## src/rtl/bist_scan_controller.sv

```systemverilog
// bist_scan_controller
//   Sequences one test-per-scan BIST session: pulses reset_internal to initialise the LFSR and
//   MISR, applies N_PATTERNS patterns (N_SCAN shift cycles followed by one capture cycle each),
//   unloads the last response with N_SCAN more shifts, then compares the MISR signature with
//   GOLDEN and reports the result.
//
// Ports
//   clock           in   rising-edge system clock
//   reset           in   asynchronous active-high reset, forces IDLE
//   start           in   session request, honoured in IDLE/DONE only
//   misr_signature  in   current MISR contents, sampled in COMPARE
//   reset_internal  out  one-cycle init strobe to LFSR and MISR
//   control_input   out  LFSR advance enable
//   scan_en         out  1 = shift, 0 = functional capture
//   misr_en         out  MISR compaction enable
//   busy            out  session in progress (INIT..COMPARE)
//   done            out  session finished, pass valid
//   pass            out  signature matched GOLDEN
//   pattern_count   out  patterns captured so far (saturates at N_PATTERNS)
//   sig_captured    out  signature sampled in COMPARE (only with BIST_SIGCAP_EN defined)
//
// Build option
//   BIST_SIGCAP_EN : adds the sig_captured port and its capture register.

module bist_scan_controller #(
  parameter int unsigned N_SCAN     = 4,
  parameter int unsigned N_PATTERNS = 16,
  parameter int unsigned SIG_W      = 5,
  parameter logic [SIG_W-1:0] GOLDEN = '0
) (
  input  logic                              clock,
  input  logic                              reset,
  input  logic                              start,
  input  logic [SIG_W-1:0]                  misr_signature,
  output logic                              reset_internal,
  output logic                              control_input,
  output logic                              scan_en,
  output logic                              misr_en,
  output logic                              busy,
  output logic                              done,
  output logic                              pass,
  output logic [$clog2(N_PATTERNS+1)-1:0]   pattern_count
`ifdef BIST_SIGCAP_EN
  ,
  output logic [SIG_W-1:0]                  sig_captured
`endif
);

  localparam int unsigned SCW = (N_SCAN > 1) ? $clog2(N_SCAN) : 1;
  localparam int unsigned PCW = $clog2(N_PATTERNS + 1);

  typedef enum logic [2:0] {
    StIdle    = 3'd0,
    StInit    = 3'd1,
    StShift   = 3'd2,
    StCapture = 3'd3,
    StUnload  = 3'd4,
    StCompare = 3'd5,
    StDone    = 3'd6
  } state_e;

  state_e           state_d, state_q;
  logic [SCW-1:0]   shift_cnt_d, shift_cnt_q;
  logic [PCW-1:0]   pat_cnt_d, pat_cnt_q;
  logic             pass_d, pass_q;

  logic shift_last;
  logic pat_last;
  logic session_start;

  assign shift_last    = (shift_cnt_q == SCW'(N_SCAN - 1));
  assign pat_last      = (pat_cnt_q == PCW'(N_PATTERNS - 1));
  // Accepting start from IDLE or DONE; the result is cleared on this edge so that done and pass
  // fall together and the INIT cycle already shows a clean session.
  assign session_start = ((state_q == StIdle) || (state_q == StDone)) && start;

  // Next-state and counter logic
  always_comb begin
    state_d     = state_q;
    shift_cnt_d = shift_cnt_q;
    pat_cnt_d   = pat_cnt_q;
    pass_d      = pass_q;

    case (state_q)
      StIdle, StDone: begin
        if (start) begin
          state_d     = StInit;
          shift_cnt_d = '0;
          pat_cnt_d   = '0;
          pass_d      = 1'b0;
        end
      end
      StInit: begin
        state_d     = StShift;
        shift_cnt_d = '0;
        pat_cnt_d   = '0;
        pass_d      = 1'b0;
      end
      StShift: begin
        if (shift_last) begin
          shift_cnt_d = '0;
          state_d     = StCapture;
        end else begin
          shift_cnt_d = shift_cnt_q + SCW'(1);
        end
      end
      StCapture: begin
        if (pat_cnt_q != PCW'(N_PATTERNS)) begin
          pat_cnt_d = pat_cnt_q + PCW'(1);
        end
        shift_cnt_d = '0;
        state_d     = pat_last ? StUnload : StShift;
      end
      StUnload: begin
        if (shift_last) begin
          shift_cnt_d = '0;
          state_d     = StCompare;
        end else begin
          shift_cnt_d = shift_cnt_q + SCW'(1);
        end
      end
      StCompare: begin
        pass_d  = (misr_signature == GOLDEN);
        state_d = StDone;
      end
      default: begin
        state_d     = StIdle;
        shift_cnt_d = '0;
        pat_cnt_d   = '0;
        pass_d      = 1'b0;
      end
    endcase
  end

  always_ff @(posedge clock or posedge reset) begin
    if (reset) begin
      state_q     <= StIdle;
      shift_cnt_q <= '0;
      pat_cnt_q   <= '0;
      pass_q      <= 1'b0;
    end else begin
      state_q     <= state_d;
      shift_cnt_q <= shift_cnt_d;
      pat_cnt_q   <= pat_cnt_d;
      pass_q      <= pass_d;
    end
  end

  // Moore output decode from the state register only
  always_comb begin
    reset_internal = 1'b0;
    control_input  = 1'b0;
    scan_en        = 1'b0;
    misr_en        = 1'b0;
    busy           = 1'b0;
    done           = 1'b0;
    case (state_q)
      StInit: begin
        reset_internal = 1'b1;
        busy           = 1'b1;
      end
      StShift: begin
        control_input = 1'b1;
        scan_en       = 1'b1;
        misr_en       = 1'b1;
        busy          = 1'b1;
      end
      StCapture: begin
        busy = 1'b1;
      end
      StUnload: begin
        scan_en = 1'b1;
        misr_en = 1'b1;
        busy    = 1'b1;
      end
      StCompare: begin
        busy = 1'b1;
      end
      StDone: begin
        done = 1'b1;
      end
      default: begin
        busy = 1'b0;
      end
    endcase
  end

  assign pass          = pass_q;
  assign pattern_count = pat_cnt_q;

`ifdef BIST_SIGCAP_EN
  logic [SIG_W-1:0] sig_d, sig_q;

  always_comb begin
    sig_d = sig_q;
    if (state_q == StCompare) begin
      sig_d = misr_signature;
    end else if (session_start || (state_q == StInit)) begin
      sig_d = '0;
    end
  end

  always_ff @(posedge clock or posedge reset) begin
    if (reset) begin
      sig_q <= '0;
    end else begin
      sig_q <= sig_d;
    end
  end

  assign sig_captured = sig_q;
`else
  // No signature capture register in this build.
`endif

endmodule
```

## config.mk

```make
export PLATFORM = sky130hd
export DESIGN_NAME = bist_scan_controller
export DESIGN_NICKNAME = d
export VERILOG_FILES = /design/src/rtl/bist_scan_controller.sv
export SDC_FILE = /design/constraint.sdc
export NUM_CORES = 1
export LEC_CHECK = 0
export CELL_PAD_IN_SITES_DETAIL_PLACEMENT = 1
export CELL_PAD_IN_SITES_GLOBAL_PLACEMENT = 1
export CORE_UTILIZATION = 34
export DETAILED_ROUTE_END_ITERATION = 8
export DONT_BUFFER_PORTS = 1
export GPL_TIMING_DRIVEN = 0
export PLACE_DENSITY_LB_ADDON = 0.1
export SYNTH_ARGS = -nofsm -noshare
export SYNTH_HDL_FRONTEND = slang
export SYNTH_SLANG_ARGS = --single-unit
```

## constraint.sdc

```tcl
create_clock -name clock -period 2.1 [get_ports clock]
set_input_delay 0.42 -clock clock [delete_from_list [all_inputs] [get_ports clock]]
set_output_delay 0.42 -clock clock [all_outputs]
set_load 0.005 [all_outputs]
```

==> impl_metrics.env <==
export IMPL_drt_vias_per_instance=5.31
export IMPL_route_detailed_drc=0
export IMPL_cp_slowest_cell="dfrtp_1"
export IMPL_rsz0062_at_grt="no"
export IMPL_synth_ff_type="dfrtp_1"
export IMPL_clock_path_buffers=2
export IMPL_holdWs_ps=38.6
export IMPL_die_area_um2=2370
export IMPL_hold_viol_final=0
export IMPL_cp_end_kind="primary output"
export IMPL_cp_num_buf_inv=2
export IMPL_postRouteAntennaNets=0
export IMPL_fin_worst_skew_ps=0.472
export IMPL_synth_seq_cells=11
export IMPL_drv_cap=0
export IMPL_syn_inst=77
export IMPL_vias=573
export IMPL_ctsResizeCount=0
export IMPL_rr_worst_depth=5
export IMPL_diodes=0
export IMPL_cts_tree="done"
export IMPL_irDropWorstVdd_v=0.000460
export IMPL_dpl_hpwl_um=1210
export IMPL_postCtsSetupBuffers=0
export IMPL_cts_buffers=3
export IMPL_drv_slew=0
export IMPL_initial_core_util_pct=37.0
export IMPL_drt_wl_total_um=1570
export IMPL_port_buffers=0
export IMPL_arrival_ps=1500
export IMPL_grt_overflow_total=0
export IMPL_synth_top_cell_by_area="dfrtp_1"
export IMPL_synth_distinct_cells=31
export IMPL_rrSetupSlack_ps=480
export IMPL_gp_congestion=0.659
export IMPL_fin_setup_tns_ps=0
export IMPL_cp_slowest_stage_delay_ps=380
export IMPL_p_per_area_nw_per_um2=1220
export IMPL_setup_viol=0
export IMPL_ctsHoldBuffers=0
export IMPL_clock_sinks=11
export IMPL_post_dp_cell_area_um2=774
export IMPL_initialDrtViolationCount=4
export IMPL_async_reset_ff_share_pct=100
export IMPL_fin_nets=94
export IMPL_r2r_start="state_q[1]$_DFFE_PP0P_"
export IMPL_post_synth_cell_area_avg_um2=9.62
export IMPL_syn_nets=89
export IMPL_tightestPinTransition_ps=462
export IMPL_synth_most_common_cell="dfrtp_1"
export IMPL_avgRoutedWirePerCell_um=14.6
export IMPL_p_total_mw=0.978
export IMPL_insertion_delay_ps=270
export IMPL_coreArea_um2=2000
export IMPL_clk_pin_slew_ps=70
export IMPL_yosys_warnings=0
export IMPL_ys_seq_area_share_pct=37.2
export IMPL_die_w_um=48.7
export IMPL_grt_pass1_wl_um=2790
export IMPL_grt_pass1_vias=590
export IMPL_leakage_nw=0.341
export IMPL_syn_area_um2=741
export IMPL_multi_input_area_um2=398
export IMPL_regArea_um2=275
export IMPL_fin_crit_sh_pct=91.6
export IMPL_die_h_um=48.7
export IMPL_slew_headroom_pct=69.2
export IMPL_layout_cells_non_filler=108
export IMPL_timing_final_ws_setup_ps=176
export IMPL_status="completed"
export IMPL_worstReg2RegEnd="pattern_count[0]$_DFFE_PP0P_"
export IMPL_grt_max_degree=12
export IMPL_fill_cells=238
export IMPL_fin_area_um2=803
export IMPL_cts_root_buf="clkbuf_4"
export IMPL_antenna_found_initial=0
export IMPL_critPathKind="flop to primary output"
export IMPL_track_usage_pct=15.8
export IMPL_utilization_pct=40.1
export IMPL_rows=16
export IMPL_fmax_ghz=0.520
export IMPL_worstPathRequired_ps=1680
export IMPL_area_growth_pct=8.45
export IMPL_yosys_top_cells_area="dfrtp_1 (37%), ha_1 (6.8%), o21ai_0 (5.4%)"
export IMPL_path_max_fanout=10
export IMPL_synth_top_cell_area_share_pct=37.2
export IMPL_drive_gt1_share_pct=18.5
export IMPL_ioPinCount=20
export IMPL_crit_family="simple AND/OR/NAND/NOR gates"
export IMPL_htree_levels=1
export IMPL_synth_edf_count=0
export IMPL_placed_cells=104
export IMPL_drtPass1Iterations=3
export IMPL_min_period_ps=1920
export IMPL_crit_path_start_kind="flop"
export IMPL_crit_path_cell_trace="buf_6 > and2b_2 > nor2_2 > nor2_1 > buf_4"
export IMPL_hp_class="input port to asynchronous set/reset pin"
export IMPL_pre_cts_slack_ps=360
export IMPL_synthTopCellsByCount="dfrtp_1 (11), nor2_1 (8), o21ai_0 (8), inv_1 (6), nand2_1 (5)"
routing by layer:
layer	track usage, %	up-vias	part of all wire (%)
li1	-	278	-
met2	23.4	14	49
met5	0	-	0
met1	19.9	276	45
met3	6.29	5	4.4
met4	7.35	0	2.1
worst register-to-register path, stage by stage (launching register included):
cell and delay, ps:
dfrtp_1 380, buf_6 140, nor3b_4 150, or3_4 380, o21bai_4 190, mux2_2 260
placed cells by master (no fill, tap or decap), types with 3 or more instances in the layout:
cell,Yosys,routed
dfrtp_1,11,11
o21ai_0,8,8
nor2_1,8,7
inv_1,6,6
nand2_1,5,5
ha_1,4,4
nand3_1,3,3
nor2b_1,3,3
a21oi_1,3,3
clkbuf_4,0,3
kinds of logic (layout without fill, tap and decap cells):
family	after synthesis	count (layout)	share of synthesized area, %
mux	3	3	4.22
flops	11	11	37.2
simple gates	30	30	25.3
fa+ha+maj	4	4	6.76
compound gates	18	18	17.1
buf+inv	11	15	9.46
report_power, final:
part           leakage (nW)  internal (mW)  switching [mW]
Combinational         0.188          0.229           0.230
Clock                0.0150         0.0737          0.0742
Sequential            0.138          0.289          0.0820
worst max path at each step:
stage	from	endpoint	slack, ps	depth (start not counted)
detailed placement	state_q[1]$_DFFE_PP0P_	scan_en	360	5
global route	state_q[1]$_DFFE_PP0P_	scan_en	100	5
CTS	state_q[1]$_DFFE_PP0P_	scan_en	50	5
floorplan	state_q[1]$_DFFE_PP0P_	scan_en	500	5
finish	state_q[1]$_DFFE_PP0P_	scan_en	180	5
global placement	state_q[1]$_DFFE_PP0P_	scan_en	380	5
registers in the layout, summed over array words and instances (netlist names):
register,flops
state_q,3
shift_cnt_q,2
pattern_count,5
pass,1
layout make-up:
class | count | area share (%)
Multi-Input combinational cell | 55 | 49.5
Sequential cell | 11 | 34.3
Inverter | 6 | 2.80
Tap cell | 27 | 4.21
Buffer | 5 | 5.92
Clock buffer | 4 | 3.27
Power figures use the tool's default switching activity.
